**config.mk**
```make
export PLATFORM = sky130hd
export DESIGN_NAME = uart_transceiver
export DESIGN_NICKNAME = d
export VERILOG_FILES = /design/src/rtl/uart_pkg.sv /design/src/rtl/uart_baud_tick_gen.sv /design/src/rtl/uart_transceiver.sv
export SDC_FILE = /design/constraint.sdc
export NUM_CORES = 1
export LEC_CHECK = 0
export BUFFER_PORTS_ARGS = -buffer_cell sky130_fd_sc_hd__buf_2
export CAP_MARGIN = 40
export CELL_PAD_IN_SITES_DETAIL_PLACEMENT = 1
export CELL_PAD_IN_SITES_GLOBAL_PLACEMENT = 1
export CORE_UTILIZATION = 49
export DETAILED_ROUTE_END_ITERATION = 8
export MAX_ROUTING_LAYER = met4
export PLACE_DENSITY_LB_ADDON = 0.1
export RECOVER_POWER = 50
export SETUP_SLACK_MARGIN = 0.02
export SLEW_MARGIN = 20
export SYNTH_ARGS = -nofsm -noshare
export SYNTH_HDL_FRONTEND = slang
export SYNTH_SLANG_ARGS = --single-unit
```
**constraint.sdc**
```tcl
create_clock -name clk -period 2.9 [get_ports clk]
set_input_delay 0.29 -clock clk [delete_from_list [all_inputs] [get_ports clk]]
set_output_delay 0.29 -clock clk [all_outputs]
set_load 0.05 [all_outputs]
```
**src/rtl/uart_pkg.sv**
```systemverilog
// Shared types and constants for the 8N1 UART transceiver.
package uart_pkg;

    localparam int DATA_BITS        = 8;
    localparam int MID_SAMPLE       = 8;
    localparam int OVERSAMPLE_FIXED = 16;
    localparam int BIT_W            = $clog2(DATA_BITS);
    localparam int OS_W             = $clog2(OVERSAMPLE_FIXED);

    typedef enum logic [1:0] {
        TX_IDLE,
        TX_START,
        TX_DATA,
        TX_STOP
    } tx_state_e;

    typedef enum logic [1:0] {
        RX_IDLE,
        RX_START,
        RX_DATA,
        RX_STOP
    } rx_state_e;

    // Truncating clock divisor; oversample=1 gives the TX bit period.
    function automatic int baud_div(input int clk_freq, input int baud, input int oversample);
        return clk_freq / (baud * oversample);
    endfunction

endpackage

```
**src/rtl/uart_baud_tick_gen.sv**
```systemverilog
// Two free-running dividers producing one-clk tx_tick and rx_tick strobes.
module uart_baud_tick_gen #(
    parameter int TX_DIV = 2604,
    parameter int RX_DIV = 162
) (
    input  logic clk,
    input  logic rst,
    output logic tx_tick,
    output logic rx_tick
);

    localparam int TX_W = (TX_DIV > 1) ? $clog2(TX_DIV) : 1;
    localparam int RX_W = (RX_DIV > 1) ? $clog2(RX_DIV) : 1;

    logic [TX_W-1:0] tx_cnt_q, tx_cnt_d;
    logic [RX_W-1:0] rx_cnt_q, rx_cnt_d;

    always_comb begin
        tx_tick  = (tx_cnt_q == TX_W'(TX_DIV - 1));
        rx_tick  = (rx_cnt_q == RX_W'(RX_DIV - 1));
        tx_cnt_d = tx_tick ? '0 : tx_cnt_q + 1'b1;
        rx_cnt_d = rx_tick ? '0 : rx_cnt_q + 1'b1;
    end

    always_ff @(posedge clk) begin
        if (rst) begin
            tx_cnt_q <= '0;
            rx_cnt_q <= '0;
        end else begin
            tx_cnt_q <= tx_cnt_d;
            rx_cnt_q <= rx_cnt_d;
        end
    end

endmodule

```
**src/rtl/uart_transceiver.sv**
```systemverilog
// Full-duplex 8N1 UART: shared baud ticks, TX FSM and 16x oversampling RX FSM.
module uart_transceiver
    import uart_pkg::*;
#(
    parameter int CLK_FREQ   = 25000000,
    parameter int BAUD       = 9600,
    parameter int OVERSAMPLE = 16
) (
    input  logic                 clk,
    input  logic                 rst,
    input  logic                 enb,
    input  logic [DATA_BITS-1:0] data_in,
    output logic                 tx,
    output logic                 tx_busy,
    input  logic                 rx,
    output logic [DATA_BITS-1:0] data_out,
    output logic                 rx_done,
    output logic                 rx_frame_err
);

    localparam int TX_DIV = baud_div(CLK_FREQ, BAUD, 1);
    localparam int RX_DIV = baud_div(CLK_FREQ, BAUD, OVERSAMPLE);

    logic tx_tick;
    logic rx_tick;

    uart_baud_tick_gen #(
        .TX_DIV(TX_DIV),
        .RX_DIV(RX_DIV)
    ) u_tick_gen (
        .clk    (clk),
        .rst    (rst),
        .tx_tick(tx_tick),
        .rx_tick(rx_tick)
    );

    // ---------------- transmitter ----------------
    tx_state_e            tx_state_q, tx_state_d;
    logic [DATA_BITS-1:0] tx_shift_q, tx_shift_d;
    logic [BIT_W-1:0]     tx_bit_q, tx_bit_d;
    logic                 tx_q, tx_d;
    logic                 tx_busy_q, tx_busy_d;

    always_ff @(posedge clk) begin
        if (rst) begin
            tx_state_q <= TX_IDLE;
            tx_shift_q <= '0;
            tx_bit_q   <= '0;
            tx_q       <= 1'b1;
            tx_busy_q  <= 1'b0;
        end else begin
            tx_state_q <= tx_state_d;
            tx_shift_q <= tx_shift_d;
            tx_bit_q   <= tx_bit_d;
            tx_q       <= tx_d;
            tx_busy_q  <= tx_busy_d;
        end
    end

    always_comb begin
        tx_state_d = tx_state_q;
        tx_shift_d = tx_shift_q;
        tx_bit_d   = tx_bit_q;
        tx_d       = tx_q;
        tx_busy_d  = tx_busy_q;
        if (tx_tick) begin
            unique case (tx_state_q)
                TX_IDLE: begin
                    if (enb) begin
                        tx_shift_d = data_in;
                        tx_d       = 1'b0;
                        tx_busy_d  = 1'b1;
                        tx_state_d = TX_START;
                    end
                end
                TX_START: begin
                    tx_d       = tx_shift_q[0];
                    tx_bit_d   = '0;
                    tx_state_d = TX_DATA;
                end
                TX_DATA: begin
                    if (tx_bit_q == BIT_W'(DATA_BITS - 1)) begin
                        tx_d       = 1'b1;
                        tx_state_d = TX_STOP;
                    end else begin
                        tx_shift_d = tx_shift_q >> 1;
                        tx_d       = tx_shift_q[1];
                        tx_bit_d   = tx_bit_q + 1'b1;
                    end
                end
                TX_STOP: begin
                    // A pending request chains straight into the next start bit.
                    if (enb) begin
                        tx_shift_d = data_in;
                        tx_d       = 1'b0;
                        tx_state_d = TX_START;
                    end else begin
                        tx_busy_d  = 1'b0;
                        tx_state_d = TX_IDLE;
                    end
                end
                default: begin
                    tx_d       = 1'b1;
                    tx_busy_d  = 1'b0;
                    tx_state_d = TX_IDLE;
                end
            endcase
        end
    end

    assign tx      = tx_q;
    assign tx_busy = tx_busy_q;

    // ---------------- receiver ----------------
    logic [1:0]           rx_sync_q;
    logic                 rx_s;
    rx_state_e            rx_state_q, rx_state_d;
    logic [OS_W-1:0]      rx_cnt_q, rx_cnt_d;
    logic [BIT_W-1:0]     rx_bit_q, rx_bit_d;
    logic [DATA_BITS-1:0] rx_shift_q, rx_shift_d;
    logic [DATA_BITS-1:0] data_out_q, data_out_d;
    logic                 rx_done_q, rx_done_d;
    logic                 rx_ferr_q, rx_ferr_d;

    assign rx_s = rx_sync_q[1];

    always_ff @(posedge clk) begin
        if (rst) begin
            rx_sync_q  <= 2'b11;
            rx_state_q <= RX_IDLE;
            rx_cnt_q   <= '0;
            rx_bit_q   <= '0;
            rx_shift_q <= '0;
            data_out_q <= '0;
            rx_done_q  <= 1'b0;
            rx_ferr_q  <= 1'b0;
        end else begin
            rx_sync_q  <= {rx_sync_q[0], rx};
            rx_state_q <= rx_state_d;
            rx_cnt_q   <= rx_cnt_d;
            rx_bit_q   <= rx_bit_d;
            rx_shift_q <= rx_shift_d;
            data_out_q <= data_out_d;
            rx_done_q  <= rx_done_d;
            rx_ferr_q  <= rx_ferr_d;
        end
    end

    always_comb begin
        rx_state_d = rx_state_q;
        rx_cnt_d   = rx_cnt_q;
        rx_bit_d   = rx_bit_q;
        rx_shift_d = rx_shift_q;
        data_out_d = data_out_q;
        rx_done_d  = 1'b0;
        rx_ferr_d  = 1'b0;
        if (rx_tick) begin
            rx_cnt_d = rx_cnt_q + 1'b1;
            unique case (rx_state_q)
                RX_IDLE: begin
                    if (!rx_s) begin
                        rx_cnt_d   = '0;
                        rx_state_d = RX_START;
                    end
                end
                RX_START: begin
                    // Re-check at mid start bit; a high line here was only a glitch.
                    if (rx_cnt_q == OS_W'(MID_SAMPLE - 1)) begin
                        if (!rx_s) begin
                            rx_cnt_d   = '0;
                            rx_bit_d   = '0;
                            rx_state_d = RX_DATA;
                        end else begin
                            rx_state_d = RX_IDLE;
                        end
                    end
                end
                RX_DATA: begin
                    if (rx_cnt_q == OS_W'(OVERSAMPLE_FIXED - 1)) begin
                        rx_cnt_d   = '0;
                        rx_shift_d = {rx_s, rx_shift_q[DATA_BITS-1:1]};
                        if (rx_bit_q == BIT_W'(DATA_BITS - 1)) begin
                            rx_state_d = RX_STOP;
                        end else begin
                            rx_bit_d = rx_bit_q + 1'b1;
                        end
                    end
                end
                RX_STOP: begin
                    if (rx_cnt_q == OS_W'(OVERSAMPLE_FIXED - 1)) begin
                        if (rx_s) begin
                            data_out_d = rx_shift_q;
                            rx_done_d  = 1'b1;
                        end else begin
                            rx_ferr_d  = 1'b1;
                        end
                        rx_state_d = RX_IDLE;
                    end
                end
                default: begin
                    rx_state_d = RX_IDLE;
                end
            endcase
        end
    end

    assign data_out     = data_out_q;
    assign rx_done      = rx_done_q;
    assign rx_frame_err = rx_ferr_q;

endmodule

```
==> results.cfg, run 1 <==
[job]
maxCapViolCount = 1

[logic_synthesis]
synth_top_area_share_pct = 42.9
ys_warn_count = 0
post-synth-top-area-cell = sky130_fd_sc_hd__dfxtp_1
post_synthesis_cell_area_sq_um = 2990
yosysSeqAreaShare_pct = 42.9
avgSynthCellArea_sq_um = 8.84
synthesis_stage_register_bit_count = 64
yosys.cell_count.top_type = sky130_fd_sc_hd__dfxtp_1
netlist_top_cells_area = sky130_fd_sc_hd__dfxtp_1 43%, sky130_fd_sc_hd__mux2i_1 5.7%, sky130_fd_sc_hd__ha_1 5.4%, sky130_fd_sc_hd__o21ai_0 4.4%, sky130_fd_sc_hd__nand3_1 3.7%
mapped_cells = 338
top_reg_cell_synth = sky130_fd_sc_hd__dfxtp_1
yosys.cell_types.count = 44
synth_edf_count = 0
synth_commonest_cells = 64 x sky130_fd_sc_hd__dfxtp_1, 28 x sky130_fd_sc_hd__nor2_1, 26 x sky130_fd_sc_hd__o21ai_0, 22 x sky130_fd_sc_hd__nand3_1, 19 x sky130_fd_sc_hd__a21oi_1
syn_nets = 363
async_reset_ff_share_pct = 0

[critical_path]
worst-setup-path-type = reg -> reg
worstSetupStartpointType = flip-flop
critPathRequiredTime_ns = 3.17
worst-endpoint-arrival_ns = 2.69
r2r_slack_ns = 0.47
cp-end-kind = flip-flop
crit_chain = ha_1, nand4_1, a2111o_1, or4b_1, o21ai_0
crit_fanout = 22
cp_max_delay_cell = sky130_fd_sc_hd__a2111o_1
critPathMaxStageDelay_ns = 0.65

[clocking]
clock-sinks = 64
postCtsResizedCells = 0
clock_tree.root_cell = sky130_fd_sc_hd__clkbuf_8
clk_transition_reported_paths_ns = 0.08
cts_htree_levels = 3
clk-insertion-delay-late_ns = 0.35
cts_made_buffers = 9
cts_hold_buf = 0
cts_tree = built
cts.repair_timing.setup_buffer_count = 0
cts.path.max_buffers = 2

[final_layout]
design.final.nets = 378
layout.cells.non_filler = 433
multiInputGateArea_sq_um = 1590
syn2layout_area_growth_pct = 11.5
n_fill_cell = 709
num_antenna_cells = 0
post_route_cells_drive_above_1_share_pct = 9.22
register_area_sq_um = 1280

[detailed_routing]
wl_per_cell_um = 14.9
first_pass_iters = 4
ant_nets = 0
drc_errors = 0
drt-initial-drc-count = 83
finalWirelength_um = 6450
post_drt_via_cell_ratio = 5.65
vias = 2445

[worst_hold_path]
hold_path.class = in -> reg

[place]
gp_routability_congestion = 0.827
portBuffers = 23
dp.final_hpwl_um = 4280
dp_cells = 417

[die]
die_width_um = 80.1
std_cell_rows = 28
fp.dieH_um = 80.1
floorplan.io_pins = 24
die-area_sq_um = 6420
initial_core_util_pct = 50.8
core-area_sq_um = 5890

[power_and_ir_drop]
pwr_density_cell_nw_per_um2 = 550
vdd_drop_max_mv = 0.330
cellLeakagePower_nw = 1.18
total_power_w = 0.00183

[global_route]
grt.total_usage_pct = 23.0
grt_antenna_before_repair = 0
largest_net_degree_at_the_start_of_global_routing = 36
grt_pass1_wl_um = 11200
globalRouteOverflowTotal = 0
first_global_vias = 2468

[status]
run_status = finished, violations left
failing_checks = capacitance limit, slew limit

[sta]
slew_headroom_pct = -1.18
fin_worst_skew_ns = 0.00695
fin_tns_setup_ns = 0
timing.final.hold_violations = 0
grt_setup_unrepaired = no
timing_max_transition_violations_final = 36
setup_viol_count_final = 0
tightest_slew_ns = 1.52
final_period_minus_worst_setup_slack_ns = 2.43
final.period_utilization_pct = 83.7
timing.fmax_ghz = 0.412
[layout by cell type (no fill, tap or decap), drive strengths merged, types with 12 or more instances in the layout]
| cell type | count |
|---|---|
| nor2 | 28 |
| mux2i | 17 |
| ha | 13 |
| nor2b | 12 |
| clkbuf | 23 |
| nand2 | 13 |
| a21oi | 19 |
| nand3 | 22 |
| inv | 13 |
| o21ai | 26 |
| dfxtp | 64 |
| nor3 | 13 |
[flip-flops by register name, indices dropped and copies added (netlist names), named ones only]
signal               cells
u_tick_gen.tx_cnt_q     12
tx                       1
u_tick_gen.rx_cnt_q      8
tx_bit_q                 3
rx_cnt_q                 4
tx_busy                  1
tx_shift_q               8
rx_state_q               1
rx_frame_err             1
data_out                 8
rx_sync_q                2
rx_done                  1
rx_shift_q               8
tx_state_q               2
rx_bit_q                 3
[per-stage QoR]
stage | hold slack, ns | cell area [sq um] | setup WS, ns | utilization (%)
final | 0.123 | 3330 | 0.474 | 56.6
after global routing | 0.129 | 3330 | 0.292 | 56.6
after CTS | 0.111 | 3350 | 0.493 | 57.0
after detailed placement | 0.399 | 3130 | 0.538 | 53.1
after global placement | 0.393 | 3130 | 0.697 | 53.1
after floorplan | 0.389 | 2990 | 0.925 | -
[path summary, 6_finish.rpt]
check                                                end                         startpoint  cells past startpoint
worst max register to register  tx_bit_q[2]$_SDFFE_PP0P_  u_tick_gen.tx_cnt_q[0]$_SDFF_PP0_                      5
worst min register to register   rx_sync_q[1]$_SDFF_PP1_            rx_sync_q[0]$_SDFF_PP1_                      1
worst min-delay path             rx_sync_q[0]$_SDFF_PP1_                                 rx                      2
worst max-delay path            tx_bit_q[2]$_SDFFE_PP0P_  u_tick_gen.tx_cnt_q[0]$_SDFF_PP0_                      5
[area by class of cell]
cell class	count	share of cell area, %
inverter	11	1.24
timing repair buffer	24	3.08
clock inverter	7	3.12
sequential	64	38.4
clock buffer	9	3.72
multi-input combinational	243	47.6
tap	75	2.82
[per-layer routing]
metal	GRT usage, %	share of wire, %	up-vias	wire length (um)
met2	37.6	48	35	3100
li1	-	-	1245	-
met5	-	0	-	0
met1	27.2	47	1150	3040
met3	5.45	2.7	15	173
met4	9.64	2.1	0	133
[cell families (layout without fill, tap and decap cells)]
group / count (synthesis) / in the layout / share of synthesized area, %
flip-flops: 64 / 64 / 42.9
AND/OR/NAND/NOR: 128 / 128 / 23.0
multiplexers: 17 / 17 / 5.69
buffers and inverters: 31 / 51 / 4.06
adder cells (fa/ha/maj): 13 / 13 / 5.44
AO/OA/AOI/OAI: 69 / 69 / 14.2
XOR/XNOR: 16 / 16 / 4.69
[critical path, delay by kind of cell, from the launching register on]
| kind | cells | cell delay, ns |
|---|---|---|
| simple gates | 2 | 0.79 |
| flops | 1 | 0.46 |
| fa+ha+maj | 1 | 0.34 |
| compound gates | 2 | 0.75 |
[where the power goes]
| group | internal, W | switching, W | leakage, nW | total (W) |
|---|---|---|---|---|
| combinational | 0.0000197 | 0.0000363 | 0.545 | 0.0000560 |
| clock | 0.000494 | 0.000383 | 0.114 | 0.000877 |
| sequential | 0.000887 | 0.0000126 | 0.517 | 0.000899 |
| total | 0.00140 | 0.000432 | 1.18 | 0.00183 |
No activity file was read; power rests on OpenSTA's default activity.
==> run 2, diff against run 1 <==
Settings changed: CORE_UTILIZATION 49 to 45.
Clock period 2.9 ns to 2.4 ns, I/O delays scaled along.
==> run 2 against run 1 <==
Combinational power rose by 23%. Sequential cell count did not move. Global-route usage fell by 2.1 points. Critical path depth did not move. Maximum frequency rose by 18%. Die area rose by 8.7%. The run still ends with capacitance limit, slew limit left. Sequential share of layout area rose by 0.087 points. Utilization fell by 4.6 points. Register-to-register slack got worse by 0.13 ns. Critical endpoint is now tx_shift_q[5]$_SDFFE_PP0P_.
==> results.cfg, run 2 (synthesis results as in run 1) <==
[global_route]
grt.total_usage_pct = 20.9
grt_pass1_wl_um = 11400
globalRouteOverflowTotal = 0
grt_antenna_before_repair = 0
largest_net_degree_at_the_start_of_global_routing = 36
first_global_vias = 2471

[critical_path]
crit_fanout = 21
worst-setup-path-type = reg -> reg
critPathRequiredTime_ns = 2.64
worst-endpoint-arrival_ns = 2.29
r2r_slack_ns = 0.35
cp_max_delay_cell = sky130_fd_sc_hd__dfxtp_1
cp-end-kind = flip-flop
worstSetupStartpointType = flip-flop
critPathMaxStageDelay_ns = 0.45
cp_num_buf_inv = 1
cpLargestDelayFamily = compound AO/OA/AOI/OAI gates
crit_chain = ha_1, nand4_1, a2111o_1, buf_4, o41ai_1

[clocking]
cts_made_buffers = 9
clock-sinks = 64
postCtsResizedCells = 0
cts_tree = built
cts_hold_buf = 0
cts.path.max_buffers = 2
clk_transition_reported_paths_ns = 0.07
clk-insertion-delay-late_ns = 0.34
clock_tree.root_cell = sky130_fd_sc_hd__clkbuf_8
cts_htree_levels = 3
cts.repair_timing.setup_buffer_count = 0

[final_layout]
register_area_sq_um = 1280
syn2layout_area_growth_pct = 11.3
largest-register = u_tick_gen.tx_cnt_q
multiInputGateArea_sq_um = 1590
largest_register_ff_count = 12
n_fill_cell = 788
num_antenna_cells = 0
design.final.nets = 383
layout.cells.non_filler = 440
layout.cells.most_common = sky130_fd_sc_hd__dfxtp_1
post_route_cells_drive_above_1_share_pct = 10.5
commonest_non_fill_non_tap_cells_in_the_layout = 64 x sky130_fd_sc_hd__dfxtp_1, 28 x sky130_fd_sc_hd__nor2_1, 26 x sky130_fd_sc_hd__o21ai_0, 22 x sky130_fd_sc_hd__nand3_1, 19 x sky130_fd_sc_hd__a21oi_1

[sta]
final.period_utilization_pct = 85.6
final_period_minus_worst_setup_slack_ns = 2.05
fin_worst_skew_ns = 0.00609
tightest_slew_ns = 1.50
timing_max_transition_violations_final = 35
grt_setup_unrepaired = no
slew_headroom_pct = -0.0811
fin_tns_setup_ns = 0
timing.final.hold_violations = 0
setup_viol_count_final = 0
timing.fmax_ghz = 0.487

[place]
dp.final_hpwl_um = 4360
gp_routability_congestion = 0.732
dp_cells = 424
portBuffers = 23

[worst_hold_path]
hold_path.class = in -> reg

[detailed_routing]
drc_errors = 0
drt-initial-drc-count = 77
vias = 2472
wl_per_cell_um = 14.4
finalWirelength_um = 6330
first_pass_iters = 4
ant_nets = 0
post_drt_via_cell_ratio = 5.62

[status]
run_status = finished, violations left
failing_checks = capacitance limit, slew limit

[power_and_ir_drop]
power.net_switching_w = 0.000486
total_power_w = 0.00201
vdd_drop_max_mv = 0.392
seqPwrFrac_pct = 54.1
internal_power_w = 0.00152
clock_power_share_pct = 42.5
cellLeakagePower_nw = 1.18
p_comb_share_pct = 3.4
netSwitchingFraction_pct = 24.2
pwr_density_cell_nw_per_um2 = 604

[die]
std_cell_rows = 29
core-area_sq_um = 6390
fp.dieH_um = 83.5
initial_core_util_pct = 46.8
die-area_sq_um = 6970
floorplan.io_pins = 24
die_width_um = 83.5

[job]
maxCapViolCount = 1
## run 2: cell types whose count changed in the layout (fill, tap and decap cells not counted), moves of 2 or more
cell                        change
sky130_fd_sc_hd__inv_6          -2
sky130_fd_sc_hd__clkinv_2       +3
sky130_fd_sc_hd__clkinv_4       -2
sky130_fd_sc_hd__buf_4          +4
sky130_fd_sc_hd__bufinv_16      -2
sky130_fd_sc_hd__clkbuf_8       +2
## run 2: layer usage
metal | wire length [um] | vias up | track usage [%]
met3 | 138 | 9 | 4.15
li1 | - | 1247 | -
met5 | 0 | - | -
met4 | 131 | 0 | 11.1
met1 | 3050 | 1191 | 24.7
met2 | 3020 | 25 | 33.6
## run 2: stage by stage
stage	worst slack (ns)	area [sq um]	hold slack (ns)	util [%]
after floorplan	0.425	2990	0.344	-
after global placement	0.493	3170	0.392	49.6
after detailed placement	0.359	3170	0.409	49.6
after CTS	0.339	3350	0.0609	52.4
after global routing	0.198	3330	0.0636	52.1
final	0.346	3330	0.0718	52.1
## run 2: path summary, 6_finish.rpt
path | start | end | depth (start not counted)
hold reg to reg | rx_sync_q[0]$_SDFF_PP1_ | rx_sync_q[1]$_SDFF_PP1_ | 1
hold / removal | rx | rx_sync_q[0]$_SDFF_PP1_ | 2
setup reg to reg | u_tick_gen.tx_cnt_q[0]$_SDFF_PP0_ | tx_shift_q[5]$_SDFFE_PP0P_ | 5
setup / recovery | u_tick_gen.tx_cnt_q[0]$_SDFF_PP0_ | tx_shift_q[5]$_SDFFE_PP0P_ | 5
## run 2: area by class of cell
class / count / area share, %
multi-input combinational: 243 / 47.7
sequential: 64 / 38.5
clock buffer: 11 / 4.55
timing repair buffer: 29 / 4.14
tap: 77 / 2.90
inverter: 11 / 1.24
clock inverter: 5 / 0.941
## run 2: power groups by stage
stage | logic [W] | registers [W] | clock network, W
after floorplan | 0.0000485 | 0.00111 | 0
after global placement | 0.0000696 | 0.00111 | 0
after detailed placement | 0.0000707 | 0.00111 | 0
after CTS | 0.0000709 | 0.00109 | 0.000882
after global routing | 0.0000806 | 0.00109 | 0.000934
final | 0.0000690 | 0.00109 | 0.000854
## run 2: worst register-to-register path: stages (launching register included)
cell	delay (ns)
sky130_fd_sc_hd__dfxtp_1	0.45
sky130_fd_sc_hd__ha_1	0.33
sky130_fd_sc_hd__nand4_1	0.20
sky130_fd_sc_hd__a2111o_1	0.40
sky130_fd_sc_hd__buf_4	0.21
sky130_fd_sc_hd__o41ai_1	0.36
==> run 3, diff against run 2 <==
Settings changed: CORE_ASPECT_RATIO set to 0.75.
==> run 3 against run 2 <==
Maximum frequency decreased by 2.7%. Cell count is 1.6% higher. Utilization increased by 1.3 points. Clock skew is 0.0069 ns higher. Highest routed layer unchanged. Non-clock buffer count increased by 3. Sequential cell count unchanged. Via count increased by 0.44%. Clock power up 25%. Global-route usage increased by 1.3 points. Final area increased by 2.0%. The flow now finishes without violations. Count of clock-buffer cells in the layout shrank 1.
==> results.cfg, run 3 (synthesis results as in run 1) <==
[status]
run_status = completed

[power_and_ir_drop]
pwr_density_cell_nw_per_um2 = 659
vdd_drop_max_mv = 0.252
cellLeakagePower_nw = 1.21

[detailed_routing]
finalWirelength_um = 6980
ant_nets = 0
first_pass_iters = 4
wl_per_cell_um = 15.6
drc_errors = 0
post_drt_via_cell_ratio = 5.55
vias = 2483
drt-initial-drc-count = 99

[critical_path]
cpLargestDelayFamily = compound AO/OA/AOI/OAI gates
reg2reg_from = u_tick_gen.tx_cnt_q[10]$_SDFF_PP0_
cp-end-kind = flip-flop
critPathCapture = tx_shift_q[5]$_SDFFE_PP0P_
cp_num_buf_inv = 1
critPathRequiredTime_ns = 2.64
worst_setup_path_startpoint = u_tick_gen.tx_cnt_q[10]$_SDFF_PP0_
worstSetupStartpointType = flip-flop
crit_fanout = 16
worst-setup-path-type = reg -> reg
worst-endpoint-arrival_ns = 2.35
r2r_slack_ns = 0.29
rr_worst_depth = 4
worstSetupPathDepth = 4
crit_chain = or4_4, a2111o_1, buf_4, o41ai_1
regToRegEndpoint = tx_shift_q[5]$_SDFFE_PP0P_
cp_max_delay_cell = sky130_fd_sc_hd__or4_4
critPathMaxStageDelay_ns = 0.56

[final_layout]
largest-register = u_tick_gen.tx_cnt_q
layout.cells.most_common = sky130_fd_sc_hd__dfxtp_1
largest_register_ff_count = 12
syn2layout_area_growth_pct = 13.4
final_design_area_no_fill_sq_um = 3390
design.final.nets = 386
num_antenna_cells = 0
commonest_non_fill_non_tap_cells_in_the_layout = 64 x sky130_fd_sc_hd__dfxtp_1, 28 x sky130_fd_sc_hd__nor2_1, 26 x sky130_fd_sc_hd__o21ai_0, 22 x sky130_fd_sc_hd__nand3_1, 19 x sky130_fd_sc_hd__a21oi_1
layout.cells.non_filler = 447
post_route_cells_drive_above_1_share_pct = 10.4

[place]
portBuffers = 23
gp_routability_congestion = 0.764
dp.final_hpwl_um = 4800
placed_cell_area_sq_um = 3190
pre_cts_slack_ns = 0.323
dp_cells = 431

[sta]
timing.fmax_ghz = 0.474
fin_worst_skew_ns = 0.0130
final_period_minus_worst_setup_slack_ns = 2.11
timing_max_transition_violations_final = 0
grt_setup_unrepaired = no
tightest_slew_ns = 1.48
worst_hold_slack_after_final_layout_ns = 0.0774
timing.final.hold_violations = 0
fin_tns_setup_ns = 0
final.setup.worst_slack_ns = 0.289
final.period_utilization_pct = 88.0
setup_viol_count_final = 0
slew_headroom_pct = 1.06

[clocking]
cts_tree = built
postCtsResizedCells = 0
clock-sinks = 64
cts_made_buffers = 9
clk_transition_reported_paths_ns = 0.07
cts_htree_levels = 3
cts.repair_timing.setup_buffer_count = 0
clk-insertion-delay-late_ns = 0.36
cts.path.max_buffers = 2
cts_hold_buf = 0
clock_tree.root_cell = sky130_fd_sc_hd__clkbuf_8

[die]
fp.dieH_um = 72.6
floorplan.io_pins = 24
die_width_um = 96.1
core-area_sq_um = 6350
initial_core_util_pct = 47.1
die-area_sq_um = 6980
std_cell_rows = 25

[global_route]
first_global_vias = 2391
globalRouteOverflowTotal = 0
grt.total_usage_pct = 22.2
grt_antenna_before_repair = 0
largest_net_degree_at_the_start_of_global_routing = 35
grt_pass1_wl_um = 11400

[worst_hold_path]
hold_path.class = in -> reg

[job]
maxCapViolCount = 0
==> run 3: cell count changes in the layout (fill, tap and decap cells not counted), sizes merged <==
cell and delta:
buf +1, bufinv +2, clkinv -1, clkinvlp -1, clkbuf +1, inv +1
==> run 3: worst min path at each step <==
stage                              endpoint  depth (start not counted)               startpoint
global route        rx_sync_q[0]$_SDFF_PP1_                          2                       rx
floorplan           rx_sync_q[0]$_SDFF_PP1_                          1                       rx
detailed placement  rx_sync_q[1]$_SDFF_PP1_                          1  rx_sync_q[0]$_SDFF_PP1_
finish              rx_sync_q[0]$_SDFF_PP1_                          2                       rx
CTS                 rx_sync_q[0]$_SDFF_PP1_                          2                       rx
global placement    rx_sync_q[1]$_SDFF_PP1_                          1  rx_sync_q[0]$_SDFF_PP1_
==> run 3: layout make-up <==
cell class	instances	area (sq um)
Multi-Input combinational cell	243	1590
Inverter	11	41.3
Fill cell	757	2960
Clock inverter	6	91.3
Sequential cell	64	1280
Timing Repair Buffer	32	151
Tap cell	81	101
Clock buffer	10	138
==> run 3: stage by stage <==
| stage | power [W] | util [%] |
|---|---|---|
| after floorplan | 0.00116 | - |
| after global placement | 0.00118 | 50.3 |
| after detailed placement | 0.00119 | 50.3 |
| after CTS | 0.00226 | 53.9 |
| after global routing | 0.00229 | 53.4 |
| final | 0.00223 | 53.4 |
==> run 3: power by group <==
group | internal (W) | leakage (nW) | switching [W]
clock | 0.000618 | 0.117 | 0.000454
sequential | 0.00107 | 0.517 | 0.0000153
combinational | 0.0000263 | 0.572 | 0.0000473
==> run 3: metal layers <==
| layer | GRT usage [%] | share of wire [%] | vias up | wire (um) |
|---|---|---|---|---|
| met5 | - | 0 | - | 0 |
| li1 | - | - | 1253 | - |
| met4 | 8.96 | 1.2 | 0 | 86 |
| met3 | 6.04 | 3.4 | 11 | 240 |
| met1 | 29.8 | 53 | 1183 | 3720 |
| met2 | 31.5 | 42 | 36 | 2930 |
